<file path="src/rtl/uart_pkg.sv">
// Shared definitions for the UART receive engine: bit-time table, FSM states and counter widths.
package uart_pkg;

    localparam int BAUD_CNT_W = 19;
    localparam int BIT_CNT_W  = 4;
    localparam int SHREG_W    = 9;

    // Bit time in clk cycles at 100 MHz, indexed by the BAUD select code.
    localparam logic [BAUD_CNT_W-1:0] BAUD_TABLE [16] = '{
        19'd333333, 19'd83333, 19'd41667, 19'd20833,
        19'd10417,  19'd5208,  19'd2604,  19'd1736,
        19'd868,    19'd434,   19'd217,   19'd109,
        19'd333333, 19'd333333, 19'd333333, 19'd333333
    };

    typedef enum logic [2:0] {
        IDLE,
        START,
        SHIFT,
        STOP,
        DONE
    } rx_state_e;

    function automatic logic [BAUD_CNT_W-1:0] bit_time(input logic [3:0] code);
        return BAUD_TABLE[code];
    endfunction

endpackage

</file>
<file path="src/rtl/uart_baud_timer.sv">
// Bit-time down-counter: loads a full or half bit time and pulses done_o when it expires.
module uart_baud_timer
    import uart_pkg::*;
(
    input  logic       clk,
    input  logic       reset,
    input  logic       load_i,
    input  logic       half_i,
    input  logic [3:0] baud_i,
    output logic       done_o
);

    logic [BAUD_CNT_W-1:0] cnt_q, cnt_d, load_val;
    logic                  active_q, active_d;

    // done_o fires exactly N cycles after a load of N, so a reload on done keeps bit spacing exact.
    always_comb begin
        load_val = half_i ? (bit_time(baud_i) >> 1) : bit_time(baud_i);
        done_o   = active_q && (cnt_q == BAUD_CNT_W'(1));
        cnt_d    = cnt_q;
        active_d = active_q;
        if (load_i) begin
            cnt_d    = load_val;
            active_d = 1'b1;
        end else if (done_o) begin
            cnt_d    = '0;
            active_d = 1'b0;
        end else if (active_q) begin
            cnt_d = cnt_q - BAUD_CNT_W'(1);
        end
    end

    always_ff @(posedge clk or negedge reset) begin
        if (!reset) begin
            cnt_q    <= '0;
            active_q <= 1'b0;
        end else begin
            cnt_q    <= cnt_d;
            active_q <= active_d;
        end
    end

endmodule

</file>
<file path="src/rtl/uart_rx_engine.sv">
// UART receiver: synchronizer, frame FSM, shift register and status flags.
// Overrun reporting on OVF is built only when UART_RX_OVERRUN_EN is defined.
module uart_rx_engine
    import uart_pkg::*;
(
    input  logic       clk,
    input  logic       reset,
    input  logic [3:0] BAUD,
    input  logic       EIGHT,
    input  logic       PEN,
    input  logic       OHEL,
    input  logic       RX,
    input  logic       READ,
    output logic [7:0] DATA,
    output logic       RXRDY,
    output logic       PERR,
    output logic       FERR,
    output logic       OVF
);

    rx_state_e              state_q, state_d;
    logic                   sync1_q, sync2_q, rx_prev_q;
    logic [3:0]             baud_q, baud_d;
    logic                   eight_q, eight_d, pen_q, pen_d, ohel_q, ohel_d;
    logic [BIT_CNT_W-1:0]   bit_cnt_q, bit_cnt_d, nbits;
    logic [SHREG_W-1:0]     shreg_q, shreg_d, aligned;
    logic                   stop_q, stop_d;
    logic [7:0]             data_q, data_d;
    logic                   rxrdy_q, rxrdy_d, perr_q, perr_d, ferr_q, ferr_d;
    logic                   tmr_load, tmr_half, tmr_done, par_bit;
    logic [3:0]             tmr_baud;

    assign nbits   = BIT_CNT_W'(7) + BIT_CNT_W'(eight_q) + BIT_CNT_W'(pen_q);
    // Right-justify the received bits so data starts at bit 0 whatever the frame length.
    assign aligned = shreg_q >> (BIT_CNT_W'(SHREG_W) - nbits);
    assign par_bit = eight_q ? aligned[8] : aligned[7];
    assign tmr_baud = (state_q == IDLE) ? BAUD : baud_q;

    uart_baud_timer u_timer (
        .clk    (clk),
        .reset  (reset),
        .load_i (tmr_load),
        .half_i (tmr_half),
        .baud_i (tmr_baud),
        .done_o (tmr_done)
    );

    always_comb begin
        state_d   = state_q;
        baud_d    = baud_q;
        eight_d   = eight_q;
        pen_d     = pen_q;
        ohel_d    = ohel_q;
        bit_cnt_d = bit_cnt_q;
        shreg_d   = shreg_q;
        stop_d    = stop_q;
        data_d    = data_q;
        rxrdy_d   = rxrdy_q;
        perr_d    = perr_q;
        ferr_d    = ferr_q;
        tmr_load  = 1'b0;
        tmr_half  = 1'b0;
        if (READ && rxrdy_q) begin
            rxrdy_d = 1'b0;
            perr_d  = 1'b0;
            ferr_d  = 1'b0;
        end
        case (state_q)
            IDLE: begin
                if (!sync2_q && rx_prev_q) begin
                    state_d   = START;
                    baud_d    = BAUD;
                    eight_d   = EIGHT;
                    pen_d     = PEN;
                    ohel_d    = OHEL;
                    bit_cnt_d = '0;
                    shreg_d   = '0;
                    tmr_load  = 1'b1;
                    tmr_half  = 1'b1;
                end
            end
            START: begin
                if (tmr_done) begin
                    if (!sync2_q) begin
                        state_d  = SHIFT;
                        tmr_load = 1'b1;
                    end else begin
                        state_d = IDLE;
                    end
                end
            end
            SHIFT: begin
                if (tmr_done) begin
                    shreg_d  = {sync2_q, shreg_q[SHREG_W-1:1]};
                    tmr_load = 1'b1;
                    if (bit_cnt_q == nbits - BIT_CNT_W'(1)) begin
                        state_d = STOP;
                    end else begin
                        bit_cnt_d = bit_cnt_q + BIT_CNT_W'(1);
                    end
                end
            end
            STOP: begin
                if (tmr_done) begin
                    stop_d  = sync2_q;
                    state_d = DONE;
                end
            end
            DONE: begin
                data_d  = {eight_q & aligned[7], aligned[6:0]};
                rxrdy_d = 1'b1;
                perr_d  = pen_q & (^aligned[6:0] ^ (eight_q & aligned[7]) ^ par_bit ^ ohel_q);
                ferr_d  = ~stop_q;
                state_d = IDLE;
            end
            default: state_d = IDLE;
        endcase
    end

    always_ff @(posedge clk or negedge reset) begin
        if (!reset) begin
            state_q   <= IDLE;
            sync1_q   <= 1'b1;
            sync2_q   <= 1'b1;
            rx_prev_q <= 1'b1;
            baud_q    <= '0;
            eight_q   <= 1'b0;
            pen_q     <= 1'b0;
            ohel_q    <= 1'b0;
            bit_cnt_q <= '0;
            shreg_q   <= '0;
            stop_q    <= 1'b0;
            data_q    <= 8'h00;
            rxrdy_q   <= 1'b0;
            perr_q    <= 1'b0;
            ferr_q    <= 1'b0;
        end else begin
            state_q   <= state_d;
            sync1_q   <= RX;
            sync2_q   <= sync1_q;
            rx_prev_q <= sync2_q;
            baud_q    <= baud_d;
            eight_q   <= eight_d;
            pen_q     <= pen_d;
            ohel_q    <= ohel_d;
            bit_cnt_q <= bit_cnt_d;
            shreg_q   <= shreg_d;
            stop_q    <= stop_d;
            data_q    <= data_d;
            rxrdy_q   <= rxrdy_d;
            perr_q    <= perr_d;
            ferr_q    <= ferr_d;
        end
    end

`ifdef UART_RX_OVERRUN_EN
    logic ovf_q, ovf_d;

    always_comb begin
        ovf_d = ovf_q;
        if (READ && rxrdy_q) ovf_d = 1'b0;
        if (state_q == DONE) ovf_d = rxrdy_q && !READ;
    end

    always_ff @(posedge clk or negedge reset) begin
        if (!reset) ovf_q <= 1'b0;
        else        ovf_q <= ovf_d;
    end

    assign OVF = ovf_q;
`else
    assign OVF = 1'b0;
`endif

    assign DATA  = data_q;
    assign RXRDY = rxrdy_q;
    assign PERR  = perr_q;
    assign FERR  = ferr_q;

endmodule
</file>
<file path="config.mk">
export PLATFORM = sky130hd
export DESIGN_NAME = uart_rx_engine
export DESIGN_NICKNAME = d
export VERILOG_FILES = /design/src/rtl/uart_pkg.sv /design/src/rtl/uart_baud_timer.sv /design/src/rtl/uart_rx_engine.sv
export SDC_FILE = /design/constraint.sdc
export NUM_CORES = 1
export LEC_CHECK = 0
export ABC_AREA = 0
export BUFFER_PORTS_ARGS = -buffer_cell sky130_fd_sc_hd__buf_2
export CORE_AREA = 2 2 67 116
export DETAILED_ROUTE_END_ITERATION = 16
export DIE_AREA = 0 0 69 118
export PLACE_DENSITY_LB_ADDON = 0.12
export SYNTH_ARGS = -nofsm -noshare
export SYNTH_HDL_FRONTEND = slang
export SYNTH_HIERARCHICAL = 1
export SYNTH_SLANG_ARGS = --single-unit
</file>
<file path="constraint.sdc">
create_clock -name clk -period 4.65 [get_ports clk]
set_input_delay 0 -clock clk [delete_from_list [all_inputs] [get_ports clk]]
set_output_delay 0 -clock clk [all_outputs]
set_load 0.01 [all_outputs]
</file>
==> results of run 1 <==
-- layout by cell type, fill, tap and decap left out, types with 5 or more instances in the layout --
cell type	Yosys	final
o22ai_1	6	6
nor2_1	31	31
dfrtp_1	55	55
nor3_1	12	12
nand3_1	15	15
nand2_1	39	39
xor2_1	8	8
o31ai_1	5	5
mux2_2	14	14
a31oi_1	5	5
nand2b_1	9	9
clkbuf_16	0	9
o21ai_1	8	8
o21ai_0	23	23
or4_1	5	5
dlygate4sd3_1	0	10
ha_1	10	10
inv_1	16	16
xnor2_1	13	13
buf_2	7	21
a21oi_1	25	25
a22o_1	11	11
mux2i_1	12	12
-- report_power, final --
part	internal (uW)	switching, uW
logic	432	666
registers	621	121
clock network	454	212
total	1510	998
-- metal layers --
layer  vias up  track usage, %  routed length (um)
met4         0            12.6                 281
met5         -               0                   0
met1      1536            25.3                3450
met2        78            42.7                5130
li1       1566               -                   -
met3        24            5.22                 303
-- sequential cells by signal, indices dropped and copies added, names as in the netlist, 3 cells and up --
| name | cells |
|---|---|
| u_timer/cnt_q | 19 |
| shreg_q | 9 |
| DATA | 8 |
| baud_q | 4 |
| bit_cnt_q | 4 |
| state_q | 3 |
-- critical path: stages, from the launching register on --
cell and delay, ns:
dfrtp_1 0.41, or4_1 0.59, nor2_2 0.27, and4_1 0.45, nand2_1 0.15, nor3_1 0.22, nor2_1 0.07, nor2_1 0.09
buf_4 0.29, inv_1 0.16, or4_1 0.58, o21ai_0 0.10, a21oi_1 0.09, a21oi_1 0.12
-- kinds of logic (layout without fill, tap and decap cells) --
family / Yosys count / in the layout / synth area share, %
simple gates: 148 / 148 / 20.4
compound gates: 109 / 109 / 18.5
other cells: 1 / 1 / 0.0977
mux: 30 / 30 / 8.90
flops: 58 / 58 / 37.9
xor+xnor: 22 / 22 / 5.38
fa+ha+maj: 10 / 10 / 3.26
buf+inv: 47 / 66 / 5.61
-- final cells by class --
type                    count  area (sq um)
repair buffers             34           228
fillers                   624          2860
well taps                  86           108
clock buffers              13           270
clock inverters             2          35.0
inverters                  17          63.8
multi-input cells         320          2170
flip-flops and latches     58          1460
-- metrics by stage --
stage | worst slack (ns) | utilization, %
2_1_floorplan | 1.55 | -
3_3_place_gp | 1.20 | 54.6
3_5_place_dp | 1.05 | 54.6
4_1_cts | 1.04 | 60.2
5_1_grt | 0.722 | 60.2
6_report | 0.996 | 60.2
-- how the worst max path moves through the flow --
stage	start	to	slack, ns
after floorplan	u_timer/cnt_q[11]	u_timer/cnt_q[14]	1.55
after global placement	u_timer/cnt_q[11]	u_timer/cnt_q[14]	1.20
after detailed placement	u_timer/cnt_q[11]	u_timer/cnt_q[14]	1.05
after CTS	u_timer/cnt_q[11]	u_timer/cnt_q[14]	1.04
after global routing	u_timer/cnt_q[11]	u_timer/cnt_q[14]	0.72
final	u_timer/cnt_q[11]	u_timer/cnt_q[14]	1.0
==> flow_summary_export.csv, run 1 <==
group,metric,value,unit
place,routabilityCongestion,0.897,
clock_tree,hold_buffers,10,
sta,finalSetupTns,0,ns
sta,slew_headroom,33.0,%
drt,via_per_inst,6.05,
grt,antenna_found_initial,0,
run,maxCapViolations,0,
worst_hold_path,hold_path_end,"sync1_q",
power,p_total,2510,uW
power,irDropWorstVdd,0.451,mV
place,dpl_cell_area,0.00392,sq mm
critical_path,regToRegSetupSlack,1.0,ns
cells_and_area,drive_gt1_share,15.8,%
logic_synthesis,avgSynthCellArea,9.03,sq um
clock_tree,cts_tree,"yes",
logic_synthesis,synth_top_area_cell,"dfrtp_1",
sta,hold_viol_final,0,
sta,fmax,274,MHz
worst_hold_path,hp-class,"in2reg",
grt,track_usage,23.7,%
grt,grt_max_degree,59,
critical_path,r2r_cells,13,
logic_synthesis,synth_top_area_share,35.9,%
logic_synthesis,yosys_warnings,6,
clock_tree,clk_pin_slew,0.05,ns
critical_path,crit_path_end_kind,"register",
die,ios,23,
clock_tree,cts_setup_buffers,0,
critical_path,path_max_fanout,26,
grt,grt.overflow.total,0,
clock_tree,cts.sinks,58,
drt,ant_nets,0,
place,hpwl,6530,um
drt,drtIter0Drc,196,
logic_synthesis,yosys.cell_types.count,65,
grt,grt_pass1_wl,15500,um
critical_path,reg2reg_to,"u_timer/cnt_q[14]",
power,p_leak,0.00189,uW
critical_path,startpoint_type,"register",
sta,period_needed,3.65,ns
clock_tree,clk_latency,0.32,ns
drt,via_count,3204,
drt,drcViolationCount,0,
critical_path,timing_worst_setup_path_type,"reg2reg",
die,start_util,53.4,%
grt,grt_pass1_vias,3273,
cells_and_area,final_area,0.00433,sq mm
drt,routedWlPerCell,17.3,um
logic_synthesis,synthTopCellsByArea,"dfrtp_1 (36%), mux2_2 (4.1%), nand2_1 (3.8%)",
worst_hold_path,whs_path_depth,2,
die,num_rows,41,
cells_and_area,fin_nets,461,
cells_and_area,finalNonFillerCells,530,
logic_synthesis,synth_edf_count,0,
die,die_h,118,um
clock_tree,ctsResizeCount,0,
cells_and_area,diodes,0,
logic_synthesis,synthArstFlopShare,100,%
logic_synthesis,ys_ff_latch,58,
sta,fin_crit_sh,78.6,%
critical_path,arrival,3.90,ns
sta,hold_ws,0.344,ns
outcome,status,"completed",
logic_synthesis,synth_top_cells_by_count,"dfrtp_1 (55), nand2_1 (39), nor2_1 (31), a21oi_1 (25), o21ai_0 (23)",
critical_path,critPathRequiredTime,4.89,ns
die,coreArea,0.00718,sq mm
clock_tree,cts_root_buf,"clkbuf_16",
sta,final_max_slew_viol_count,0,
cells_and_area,area_delta_synth_final,12.7,%
sta,tightest_slew,0.991,ns
clock_tree,cts_inserted_buffers,9,
sta,setup-violations-final,0,
clock_tree,cts_htree_levels,3,
sta,rsz0062_at_grt,"false",
critical_path,r2r_start,"u_timer/cnt_q[11]",
die,die-width,69,um
logic_synthesis,yosysMostFrequentCell,"dfrtp_1",
sta,clock_skew,0.00478,ns
logic_synthesis,synth-main-ff-cell,"dfrtp_1",
worst_hold_path,worst_hold_startpoint,"RX",
drt,drt-total-wl,9170,um
logic_synthesis,synth_nets,446,
place,place_inst,505,
logic_synthesis,yosysSeqAreaShare,37.9,%
power,powerDensity,579,mW/mm^2
die,die_area,0.00814,sq mm
drt,first_pass_iters,4,
logic_synthesis,synth_area,0.00384,sq mm
clock_tree,clockBufferDepth,2,
place,io_buffer_count,21,
logic_synthesis,syn_inst,425,
Power figures use the tool's default switching activity.
==> run 2, diff against run 1 <==
Settings changed: ABC_AREA 0 to 1, CORE_AREA 2 2 67 116 to 2 2 67 117, DIE_AREA 0 0 69 118 to 0 0 69 119.
Clock period 4.65 ns to 3.65 ns, I/O delays scaled along.
==> flow_summary_export.csv, run 2 <==
group,metric,value,unit
grt,grt_max_degree,38,
drt,drtIter0Drc,197,
die,num_rows,42,
drt,drt-total-wl,9850,um
die,die-width,69,um
cells_and_area,area_delta_synth_final,14.4,%
cells_and_area,final_common_cell,"nand2_1",
power,powerDensity,784,mW/mm^2
critical_path,path_max_fanout,21,
grt,grt.overflow.total,0,
grt,antenna_found_initial,0,
cells_and_area,drive_gt1_share,13.1,%
place,routabilityCongestion,0.882,
logic_synthesis,synth_top_area_share,35.3,%
logic_synthesis,synth-main-ff-cell,"dfrtp_1",
logic_synthesis,syn_inst,572,
clock_tree,cts.sinks,58,
logic_synthesis,synth_top_cells_by_count,"nand2_1 (176), inv_1 (62), nor2_1 (59), dfrtp_1 (55), nand3_1 (44)",
logic_synthesis,yosys.cell_types.count,39,
place,io_buffer_count,21,
die,coreArea,0.00736,sq mm
critical_path,startpoint_type,"register",
clock_tree,cts_root_buf,"clkbuf_16",
sta,setup-violations-final,0,
logic_synthesis,yosysSeqAreaShare,37.3,%
grt,track_usage,25.8,%
logic_synthesis,synth_area,0.00390,sq mm
clock_tree,cts_inserted_buffers,9,
sta,tightest_slew,0.912,ns
clock_tree,cts_tree,"yes",
outcome,status,"completed",
clock_tree,cts_setup_buffers,0,
grt,grt_pass1_vias,3762,
logic_synthesis,synthTopCellsByArea,"dfrtp_1 (35%), nand2_1 (17%), inv_1 (6.0%)",
power,irDropWorstVdd,0.488,mV
sta,period_needed,2.95,ns
logic_synthesis,avgSynthCellArea,6.82,sq um
sta,clock_skew,0.00559,ns
clock_tree,hold_buffers,10,
critical_path,crit_path_start,"u_timer/cnt_q[0]",
logic_synthesis,synth_nets,593,
run,maxCapViolations,0,
logic_synthesis,synth_top_area_cell,"dfrtp_1",
sta,fin_crit_sh,80.8,%
place,place_inst,674,
drt,via_count,3804,
critical_path,crit_path_end_kind,"register",
clock_tree,cts_htree_levels,3,
sta,slew_headroom,39.0,%
clock_tree,ctsResizeCount,0,
die,start_util,53.1,%
die,die_area,0.00821,sq mm
power,p_leak,0.00225,uW
cells_and_area,layout_common_cells,"nand2_1 (176), inv_1 (62), nor2_1 (59), dfrtp_1 (55), nand3_1 (44)",
logic_synthesis,yosys_warnings,6,
cells_and_area,diodes,0,
clock_tree,clockBufferDepth,2,
logic_synthesis,synth_edf_count,0,
drt,first_pass_iters,5,
sta,fmax,339,MHz
critical_path,arrival,3.21,ns
drt,drcViolationCount,0,
die,ios,23,
critical_path,regToRegSetupSlack,0.70,ns
clock_tree,clk_pin_slew,0.05,ns
grt,grt_pass1_wl,17000,um
critical_path,timing_worst_setup_path_type,"reg2reg",
critical_path,r2r_start,"u_timer/cnt_q[0]",
die,die_h,119,um
worst_hold_path,hp-class,"in2async",
drt,ant_nets,0,
logic_synthesis,synthArstFlopShare,100,%
cells_and_area,top_register,"u_timer/cnt_q",
logic_synthesis,ys_ff_latch,58,
sta,rsz0062_at_grt,"false",
sta,hold_viol_final,0,
critical_path,critPathRequiredTime,3.91,ns
logic_synthesis,yosysMostFrequentCell,"nand2_1",
cells_and_area,largest_reg_flops,19,
cells_and_area,finalNonFillerCells,700,
sta,finalSetupTns,0,ns
clock_tree,clk_latency,0.33,ns
cells_and_area,fin_nets,628,
place,hpwl,7550,um
drt,via_per_inst,5.43,
drt,routedWlPerCell,14.1,um
sta,final_max_slew_viol_count,0,
run 2: cell types whose count changed in the layout (fill, tap and decap cells not counted), moves of 14 or more:
cell     change
nor2_1      +28
nand3_1     +29
mux2_2      -14
o21ai_0     +16
inv_1       +46
nand2_1    +137
run 2: cells by family after synthesis:
kind of cell,after synthesis,share of synthesized area [%]
muxes,1,0.256
other,1,0.0961
and+or+nand+nor,314,34.4
AOI/OAI and AO/OA,98,14.2
xor gates and xnor gates,7,1.57
DFF,58,37.3
adders and majority gates,10,3.21
buffers and inverters,83,9.01
run 2: final timing paths:
path                                endpoint  depth (start not counted)
max                        u_timer/cnt_q[17]                         12
min                                    pen_q                          2
max reg2reg                u_timer/cnt_q[17]                         12
min reg2reg                          sync2_q                          0
max in group asynchronous   u_timer/cnt_q[2]                          3
min in group clk                     sync1_q                          2
run 2: routing by layer:
metal | global-route usage (%) | up-vias | wire, um
li1 | - | 1909 | -
met2 | 47.4 | 75 | 5470
met1 | 26.3 | 1789 | 3600
met4 | 15.7 | 0 | 486
met5 | 0 | - | 0
met3 | 4.91 | 31 | 297
run 2: through the flow:
stage | util, % | hold slack, ns | cell area [sq um] | worst slack [ns] | total power [uW]
detailed placement | 55.4 | 0.116 | 4080 | 0.742 | 2650
global route | 60.7 | 0.319 | 4470 | 0.401 | 3820
global placement | 55.4 | 0.105 | 4080 | 0.801 | 2620
CTS | 60.7 | 0.311 | 4470 | 0.718 | 3510
floorplan | - | -0.296 | 3900 | 1.20 | 2290
finish | 60.7 | 0.319 | 4470 | 0.702 | 3500
run 2: where the power goes:
group | switching [uW] | total, uW | internal, uW
sequential | 155 | 949 | 793
clock | 284 | 828 | 544
combinational | 1150 | 1720 | 570
run 2: worst max-delay path, cell delays in order, from the launching register on:
cell and delay, ns:
dfrtp_1 0.41, ha_1 0.21, nand3_1 0.09, nor2_2 0.05, nand3_2 0.08, inv_1 0.09
inv_1 0.11, o21ai_0 0.16, nor2_1 0.74, inv_1 0.57, nand2_1 0.18, inv_1 0.05
a21oi_1 0.12
run 2: area by class of cell:
type                    instances  area (sq um)
inverters                      70           263
fillers                       713          2890
repair buffers                 37           250
multi-input cells             431          2100
well taps                      88           110
clock inverters                 3          40.0
clock buffers                  13           250
flip-flops and latches         58          1460
==> run 3, diff against run 2 <==
Clock period 3.65 ns to 2.7 ns, I/O delays scaled along.
==> flow_summary_export.csv, run 3 (synthesized netlist as in run 2, its figures left out) <==
group,metric,value,unit
place,routabilityCongestion,0.941,
critical_path,path_delay_family,"compound AO/OA/AOI/OAI gates",
sta,hold_viol_final,0,
critical_path,path_max_fanout,9,
sta,final_max_slew_viol_count,0,
drt,via_per_inst,5.49,
sta,clock_skew,0.00626,ns
place,io_buffer_count,21,
power,powerDensity,1050,mW/mm^2
outcome,status,"completed",
grt,grt_max_degree,34,
cells_and_area,drive_gt1_share,14.4,%
drt,drtIter0Drc,258,
die,die_h,119,um
critical_path,reg2reg_to,"u_timer/cnt_q[11]",
drt,drt-total-wl,10100,um
cells_and_area,area_delta_synth_final,15.6,%
sta,slew_headroom,46.4,%
worst_hold_path,hp-class,"in2async",
clock_tree,cts_root_buf,"clkbuf_16",
critical_path,crit_path_start,"state_q[2]",
clock_tree,cts_tree,"yes",
clock_tree,clk_latency,0.33,ns
sta,fin_crit_sh,89.2,%
grt,track_usage,25.8,%
place,place_inst,681,
grt,grt_pass1_vias,3786,
cells_and_area,final_common_cell,"nand2_1",
sta,hold_ws,0.301,ns
drt,drcViolationCount,0,
drt,via_count,3882,
drt,first_pass_iters,6,
grt,grt.overflow.total,0,
cells_and_area,largest_reg_flops,19,
clock_tree,cts_htree_levels,3,
die,die-width,69,um
sta,period_needed,2.41,ns
critical_path,startpoint_type,"register",
cells_and_area,top_register,"u_timer/cnt_q",
cells_and_area,fin_nets,635,
cells_and_area,diodes,0,
power,irDropWorstVdd,0.562,mV
drt,routedWlPerCell,14.3,um
critical_path,worstPathCellList,"inv_1 > nand2_1 > nor2_1 > inv_1 > o21ai_0 > inv_1 > ha_1 > inv_1 > nand2_1 > nand2_1 > a211oi_1 > a21oi_1",
critical_path,critPathRequiredTime,2.90,ns
critical_path,slowest_stage,"dfrtp_1",
sta,finalSetupTns,0,ns
die,ios,23,
die,coreArea,0.00736,sq mm
critical_path,cp_common_cell,"inv_1",
power,p_leak,0.00228,uW
sta,setup-violations-final,0,
cells_and_area,multiInputGateArea,0.00210,sq mm
die,die_area,0.00821,sq mm
grt,grt_pass1_wl,16800,um
die,num_rows,42,
critical_path,timing_worst_setup_path_type,"reg2reg",
critical_path,critical_path.max_stage_delay,0.37,ns
sta,tightest_slew,0.803,ns
critical_path,arrival,2.61,ns
sta,rsz0062_at_grt,"false",
place,hpwl,7790,um
clock_tree,clk_pin_slew,0.05,ns
critical_path,critical_path_buf_inv_count,4,
critical_path,r2r_cells,12,
grt,antenna_found_initial,0,
clock_tree,clockBufferDepth,2,
drt,ant_nets,0,
critical_path,r2r_start,"state_q[2]",
cells_and_area,seq_area,0.00146,sq mm
cells_and_area,fill_cells,711,
clock_tree,cts_inserted_buffers,9,
run,maxCapViolations,0,
cells_and_area,finalNonFillerCells,707,
cells_and_area,layout_common_cells,"nand2_1 (176), inv_1 (62), nor2_1 (59), dfrtp_1 (55), nand3_1 (44)",
clock_tree,cts.sinks,58,
sta,fmax,415,MHz
critical_path,regToRegSetupSlack,0.29,ns
die,start_util,53.1,%
clock_tree,cts_setup_buffers,0,
critical_path,crit_path_end_kind,"register",
## run 3: stage by stage
| step | power (uW) | utilization (%) | instance area, sq um | setup WS [ns] |
|---|---|---|---|---|
| floorplan | 3090 | - | 3900 | 0.248 |
| global placement | 3650 | 56.3 | 4140 | 0.210 |
| detailed placement | 3690 | 56.3 | 4140 | 0.204 |
| CTS | 4750 | 61.3 | 4510 | 0.202 |
| global route | 5140 | 61.3 | 4510 | 0.0239 |
| finish | 4740 | 61.3 | 4510 | 0.292 |
## run 3: worst max-delay path by stage
stage	endpoint	cells past startpoint
after detailed placement	u_timer/cnt_q[3]	15
final	u_timer/cnt_q[11]	12
after global placement	u_timer/cnt_q[3]	15
after global routing	u_timer/cnt_q[11]	12
after CTS	u_timer/cnt_q[3]	15
after floorplan	u_timer/cnt_q[4]	13
## run 3: cell type report
class                           count  area share, %
Sequential cell                    58           32.2
Clock inverter                      5          0.665
Clock buffer                       11           5.38
Inverter                           70           5.82
Multi-Input combinational cell    431           46.5
Timing Repair Buffer               44           6.99
Tap cell                           88           2.44
## run 3: layer usage
metal / GRT usage (%) / vias up / wire (um)
li1: - / 1918 / -
met1: 24.2 / 1824 / 3650
met2: 49.8 / 107 / 5630
met3: 4.15 / 33 / 343
met4: 16.8 / 0 / 515
met5: 0 / - / 0
## run 3: timing repair
| item | in CTS | in global routing |
|---|---|---|
| resized for setup | 0 | 1 |
| setup endpoints to repair | 0 | 6 |
| hold buffers | 10 | 0 |
| hold endpoints to repair | 40 | 0 |
## run 3: power breakdown
| group | leakage (uW) | internal (uW) | switching [uW] |
|---|---|---|---|
| clock network | 0.000131 | 639 | 392 |
| registers | 0.000716 | 1070 | 222 |
| logic | 0.00143 | 841 | 1580 |
| total | 0.00228 | 2550 | 2190 |
